===== src/rtl/mux_arb_if.sv =====
// Stream bundle for mux_arb: NCH producer channels in, one registered consumer stream out.
interface mux_arb_if #(
    parameter int NCH  = 4,
    parameter int W    = 1,
    parameter int SELW = 2
);
    logic [NCH*W-1:0] in_data;
    logic [NCH-1:0]   in_valid;
    logic [NCH-1:0]   in_ready;
    logic             mode;
    logic [SELW-1:0]  sel;
    logic [W-1:0]     out_data;
    logic [SELW-1:0]  out_ch;
    logic             out_valid;
    logic             out_ready;

    modport master (
        output in_data, in_valid, mode, sel, out_ready,
        input  in_ready, out_data, out_ch, out_valid
    );

    modport slave (
        input  in_data, in_valid, mode, sel, out_ready,
        output in_ready, out_data, out_ch, out_valid
    );
endinterface


===== src/rtl/mux_arb.sv =====
// Registered N-channel stream mux with fixed-select or round-robin arbitration
// feeding a one-deep output register (1-cycle latency, full throughput).
module mux_arb #(
    parameter int NCH  = 4,
    parameter int W    = 1,
    parameter int SELW = 2
) (
    input logic       clk,
    input logic       rst,
    mux_arb_if.slave  bus
);
    typedef enum logic {EMPTY, FULL} state_t;

    state_t           state, state_nxt;
    logic [W-1:0]     data_q;
    logic [SELW-1:0]  ch_q;
    logic [SELW-1:0]  last;
    logic             load;
    logic             granted;
    logic [SELW-1:0]  g;
    logic [NCH-1:0]   vsh;
    logic [NCH*W-1:0] dsh;
    int unsigned      idx;

    assign load = (state == EMPTY) || bus.out_ready;

    // Round-robin scans last+1 .. last+NCH so the previously served channel is tried last.
    always_comb begin
        granted = 1'b0;
        g       = '0;
        vsh     = '0;
        idx     = 0;
        if (bus.mode == 1'b0) begin
            vsh = bus.in_valid >> bus.sel;
            if ((32'(bus.sel) < NCH) && vsh[0]) begin
                granted = 1'b1;
                g       = bus.sel;
            end
        end else begin
            for (int unsigned k = 1; k <= NCH; k++) begin
                idx = (32'(last) + k) % NCH;
                vsh = bus.in_valid >> idx;
                if (!granted && vsh[0]) begin
                    granted = 1'b1;
                    g       = SELW'(idx);
                end
            end
        end
    end

    always_comb begin
        bus.in_ready = '0;
        for (int unsigned c = 0; c < NCH; c++) begin
            bus.in_ready[c] = load && granted && !rst && (32'(g) == c);
        end
    end

    always_comb begin
        state_nxt = state;
        case (state)
            EMPTY:   if (granted) state_nxt = FULL;
            FULL:    if (bus.out_ready && !granted) state_nxt = EMPTY;
            default: state_nxt = EMPTY;
        endcase
    end

    always_ff @(posedge clk) begin
        if (rst) state <= EMPTY;
        else     state <= state_nxt;
    end

    assign dsh = bus.in_data >> (32'(g) * W);

    always_ff @(posedge clk) begin
        if (rst) begin
            data_q <= '0;
            ch_q   <= '0;
            last   <= SELW'(NCH - 1);
        end else if (granted && load) begin
            data_q <= dsh[W-1:0];
            ch_q   <= g;
            last   <= g;
        end
    end

    assign bus.out_valid = (state == FULL);
    assign bus.out_data  = data_q;
    assign bus.out_ch    = ch_q;
endmodule

===== src/flat_wrapper.sv =====
// flat-port wrapper written by rule: the top's interface ports become plain ports
module mux_arb_flat 
#(
    parameter int NCH  = 4,
    parameter int W    = 1,
    parameter int SELW = 2
)
  (clk, rst, bus_in_data, bus_in_valid, bus_mode, bus_sel, bus_out_ready, bus_in_ready, bus_out_data, bus_out_ch, bus_out_valid);
  mux_arb_if #(.NCH(NCH), .W(W), .SELW(SELW)) bus_i ();
  input logic clk;
  input logic rst;
  input wire logic [$bits(bus_i.in_data)-1:0] bus_in_data;
  input wire logic [$bits(bus_i.in_valid)-1:0] bus_in_valid;
  input wire logic [$bits(bus_i.mode)-1:0] bus_mode;
  input wire logic [$bits(bus_i.sel)-1:0] bus_sel;
  input wire logic [$bits(bus_i.out_ready)-1:0] bus_out_ready;
  output wire logic [$bits(bus_i.in_ready)-1:0] bus_in_ready;
  output wire logic [$bits(bus_i.out_data)-1:0] bus_out_data;
  output wire logic [$bits(bus_i.out_ch)-1:0] bus_out_ch;
  output wire logic [$bits(bus_i.out_valid)-1:0] bus_out_valid;
  assign bus_i.in_data = bus_in_data;
  assign bus_i.in_valid = bus_in_valid;
  assign bus_i.mode = bus_mode;
  assign bus_i.sel = bus_sel;
  assign bus_i.out_ready = bus_out_ready;
  assign bus_in_ready = bus_i.in_ready;
  assign bus_out_data = bus_i.out_data;
  assign bus_out_ch = bus_i.out_ch;
  assign bus_out_valid = bus_i.out_valid;
  mux_arb #(.NCH(NCH), .W(W), .SELW(SELW)) u_core (.clk(clk), .rst(rst), .bus(bus_i));
endmodule

===== config.mk =====
export PLATFORM = sky130hd
export DESIGN_NAME = mux_arb_flat
export DESIGN_NICKNAME = d
export VERILOG_FILES = /design/src/rtl/mux_arb_if.sv /design/src/rtl/mux_arb.sv /design/src/flat_wrapper.sv
export SDC_FILE = /design/constraint.sdc
export NUM_CORES = 1
export LEC_CHECK = 0
export CAP_MARGIN = 40
export CORE_MARGIN = 4
export CORE_UTILIZATION = 43
export DETAILED_ROUTE_END_ITERATION = 7
export PLACE_DENSITY = 0.77
export SLEW_MARGIN = 10
export SYNTH_ARGS = -nofsm -noshare
export SYNTH_HDL_FRONTEND = slang
export SYNTH_SLANG_ARGS = --single-unit

===== constraint.sdc =====
create_clock -name clk -period 2.3 [get_ports clk]
set_input_delay 0.46 -clock clk [delete_from_list [all_inputs] [get_ports clk]]
set_output_delay 0.46 -clock clk [all_outputs]
set_load 0.02 [all_outputs]

==> impl_metrics.csv <==
group,metric,value,unit
pwr,switching_power,0.000189,W
clocking,cts_root_buf,"clkbuf_4",
floorplan,io_pins,22,
routing,wl_per_cell,17.9,um
timing,fin_crit,2.36,ns
global_route,groute.usage.overall,0.232,
worst_setup_path,max_stage_delay,0.50,ns
clocking,cts_buffers,3,
clocking,clkSlewWorstSetupHoldPaths,0.05,ns
clocking,holdBufCountCts,0,
outcome,status,"finished, violations left",
routing,totalWireLength,2520,um
pwr,p_comb_frac,0.543,
final_layout,fin_util,0.854,
place,hpwl,1470,um
timing,whs,0.492,ns
worst_setup_path,cp_cell_sequence,"nor3_4 > or4b_4 > a31oi_4 > nor3_4 > nand2_2 > nor3b_2 > buf_4",
pwr,p_total,0.000521,W
worst_setup_path,r2r-start,"u_core.last[1]",
synth,synth_area_leaders,"dfxtp_1 (19%), mux2i_1 (9.6%), nor2_1 (5.4%)",
global_route,grt_pass1_vias,796,
synth,synthCells,77,
worst_setup_path,cp_num_buf_inv,1,
final_layout,fin_nets,142,
floorplan,core_area,1330,um^2
worst_setup_path,slowest_stage,"or4b_4",
worst_setup_path,worstPathArrival,1.90,ns
floorplan,die_w,46.1,um
floorplan,start_util,0.467,
timing,rsz0062_at_grt,"yes",
synth,synth-seq-cells,6,
synth,yosysWarnings,0,
place,io_buffers,21,
final_layout,mostFrequentLayoutCells,"buf_4 (31), clkdlybuf4s50_1 (10), nor2_1 (7)",
synth,synth_edf_count,0,
final_layout,layout-drive-gt1-share,0.516,
synth,netlist_area,623,um^2
timing,period_share,1.03,
synth,ys.flop_type,"dfxtp_1",
synth,synth.distinct_cells,38,
clocking,cts_max_level,1,
timing,setup_ws,-0.0628,ns
routing,vias,866,
pwr,p_clk_frac,0.194,
worst_setup_path,start_kind,"flip-flop",
final_layout,final_common_cell,"buf_4",
worst_setup_path,cp_top_family,"simple AND/OR/NAND/NOR gates",
clocking,worstSkewPairLatency,0.25,ns
worst_setup_path,end_kind,"primary output",
timing,fmax,423,MHz
pwr,p_per_area,457,nW/um^2
routing,drc_errors,0,
pwr,cellLeakagePower,0.520,nW
timing,skew,0.0131,ns
timing,tightest_slew,0.332,ns
final_layout,num_antenna_cells,0,
worst_setup_path,regToRegSetupSlack,0.28,ns
pwr,max-vdd-ir-drop,448,uV
worst_setup_path,reg2reg_to,"u_core.bus.out_data",
flow_run,maxCapViolCount,0,
outcome,failed_checks,"negative setup slack",
timing,report.final.slew_viol_count,0,
clocking,cts.sinks,6,
timing,slew_headroom,0.772,
worst_setup_path,worstSetupEndpoint,"bus_in_ready[3]",
final_layout,fill_cells,80,
global_route,grt_max_degree,11,
routing,via_per_inst,6.14,
synth,yosysTopAreaCell,"dfxtp_1",
floorplan,rows,13,
pwr,switching_share,0.363,
pwr,p_int,0.000331,W
final_layout,area_delta_synth_final,82.7,%
min_path,hp-class,"flip-flop to flip-flop",
floorplan,die_area,2120,um^2
clocking,clockBufferDepth,2,
global_route,grt_pass1_wl,3540,um
timing,setup-violations-final,4,
routing,antenna_left,0,
floorplan,die_y,46.1,um
routing,first_iter_violations,31,
worst_setup_path,critical_path_class,"flip-flop to primary output",
synth,netlist.area_leader.share,0.193,
worst_setup_path,cp_max_fo,6,
place,gp_congestion,0.798,
worst_setup_path,rr_worst_depth,7,
global_route,overflow,0,
worst_setup_path,cp.required,1.84,ns
synth,seq_area_frac_synth,0.193,
routing,drtPass1Iterations,5,
worst_setup_path,cp_num_cells,7,
synth,async_flop_share,0,
global_route,antenna_found_initial,0,
clocking,cts_tree,"built",
worst_setup_path,path_common_cell,"nor3_4",
synth,syn_avg_cell_area,8.09,um^2
worst_setup_path,startpoint,"u_core.last[0]",
timing,final_hold_viol_count,0,
pwr,seqPwrFrac,0.263,
synth,synth_nets,91,
-- power groups by stage --
stage,logic (W),clock network [W],registers (W)
global route,0.000302,0.000107,0.000138
CTS,0.000259,0.000102,0.000135
detailed placement,0.000240,0,0.000135
global placement,0.000234,0,0.000134
finish,0.000283,0.000101,0.000137
floorplan,0.000125,0,0.000137
-- synth_stat cells, drive strengths merged, types with 2 or more instances --
| cell type | instances |
|---|---|
| buf | 3 |
| nor3 | 4 |
| a21oi | 2 |
| o21a | 3 |
| o21ai | 4 |
| nor2 | 9 |
| nand3 | 4 |
| mux2 | 4 |
| dfxtp | 6 |
| mux2i | 6 |
| inv | 3 |
| nand2 | 6 |
| nor2b | 3 |
-- worst min path at each step --
stage,slack [ns],to,cells past startpoint,from
2_1_floorplan,0.53,u_core.bus.out_ch[1],1,rst
3_3_place_gp,0.48,u_core.bus.out_ch[0],2,u_core.bus.out_ch[0]
3_5_place_dp,0.49,u_core.bus.out_data,2,u_core.bus.out_data
4_1_cts,0.50,u_core.bus.out_data,2,u_core.bus.out_data
5_1_grt,0.52,u_core.bus.out_data,2,u_core.bus.out_data
6_report,0.49,u_core.bus.out_data,2,u_core.bus.out_data
-- state kept, by name (all words and copies together) (netlist names) --
| register | flops |
|---|---|
| u_core.last | 2 |
| u_core.bus.out_data | 1 |
| u_core.bus.out_valid | 1 |
| u_core.bus.out_ch | 2 |
-- through the flow --
stage | std cells | instance area [um^2] | setup WS, ns | TNS (ns)
after floorplan | 77 | 633 | 0.00229 | 0
after global placement | 129 | 981 | -0.894 | -4.86
after detailed placement | 129 | 981 | -0.927 | -5.18
after CTS | 137 | 1070 | -0.0304 | -0.0572
after global routing | 141 | 1140 | -0.165 | -0.496
final | 141 | 1140 | -0.0628 | -0.151
-- final cells by class --
cell class | instances | area [um^2] | share of cell area
multi-input cells | 64 | 546 | 0.479
flip-flops and latches | 6 | 128 | 0.112
repair buffers | 50 | 413 | 0.363
clock buffers | 3 | 22.5 | 0.0198
inverters | 3 | 11.3 | 0.00989
well taps | 15 | 18.8 | 0.0165
-- kinds of logic (layout without fill, tap and decap cells) --
family / after synthesis / count (layout) / share of synthesized area
and+or+nand+nor: 35 / 35 / 0.333
AOI/OAI and AO/OA: 18 / 18 / 0.201
muxes: 11 / 11 / 0.205
buffers and inverters: 7 / 56 / 0.0683
DFF: 6 / 6 / 0.193
-- layer usage --
metal | routed length, um | track usage | up-vias
li1 | - | - | 389
met1 | 969 | 0.258 | 410
met2 | 1280 | 0.412 | 53
met3 | 200 | 0.0820 | 14
met4 | 76 | 0.0625 | 0
met5 | 0 | 0 | -
-- tightest hold or removal path: stages (launching register included) --
cell,delay (ns)
dfxtp_1,0.31
nand2_1,0.06
o32ai_1,0.07
-- what timing repair did --
item / CTS / global route
pin swaps: 9 / 8
endpoints found under the setup margin: 8 / 4
resized for setup: 55 / 15
setup buffers: 5 / 4
No activity file was read; power rests on OpenSTA's default activity.
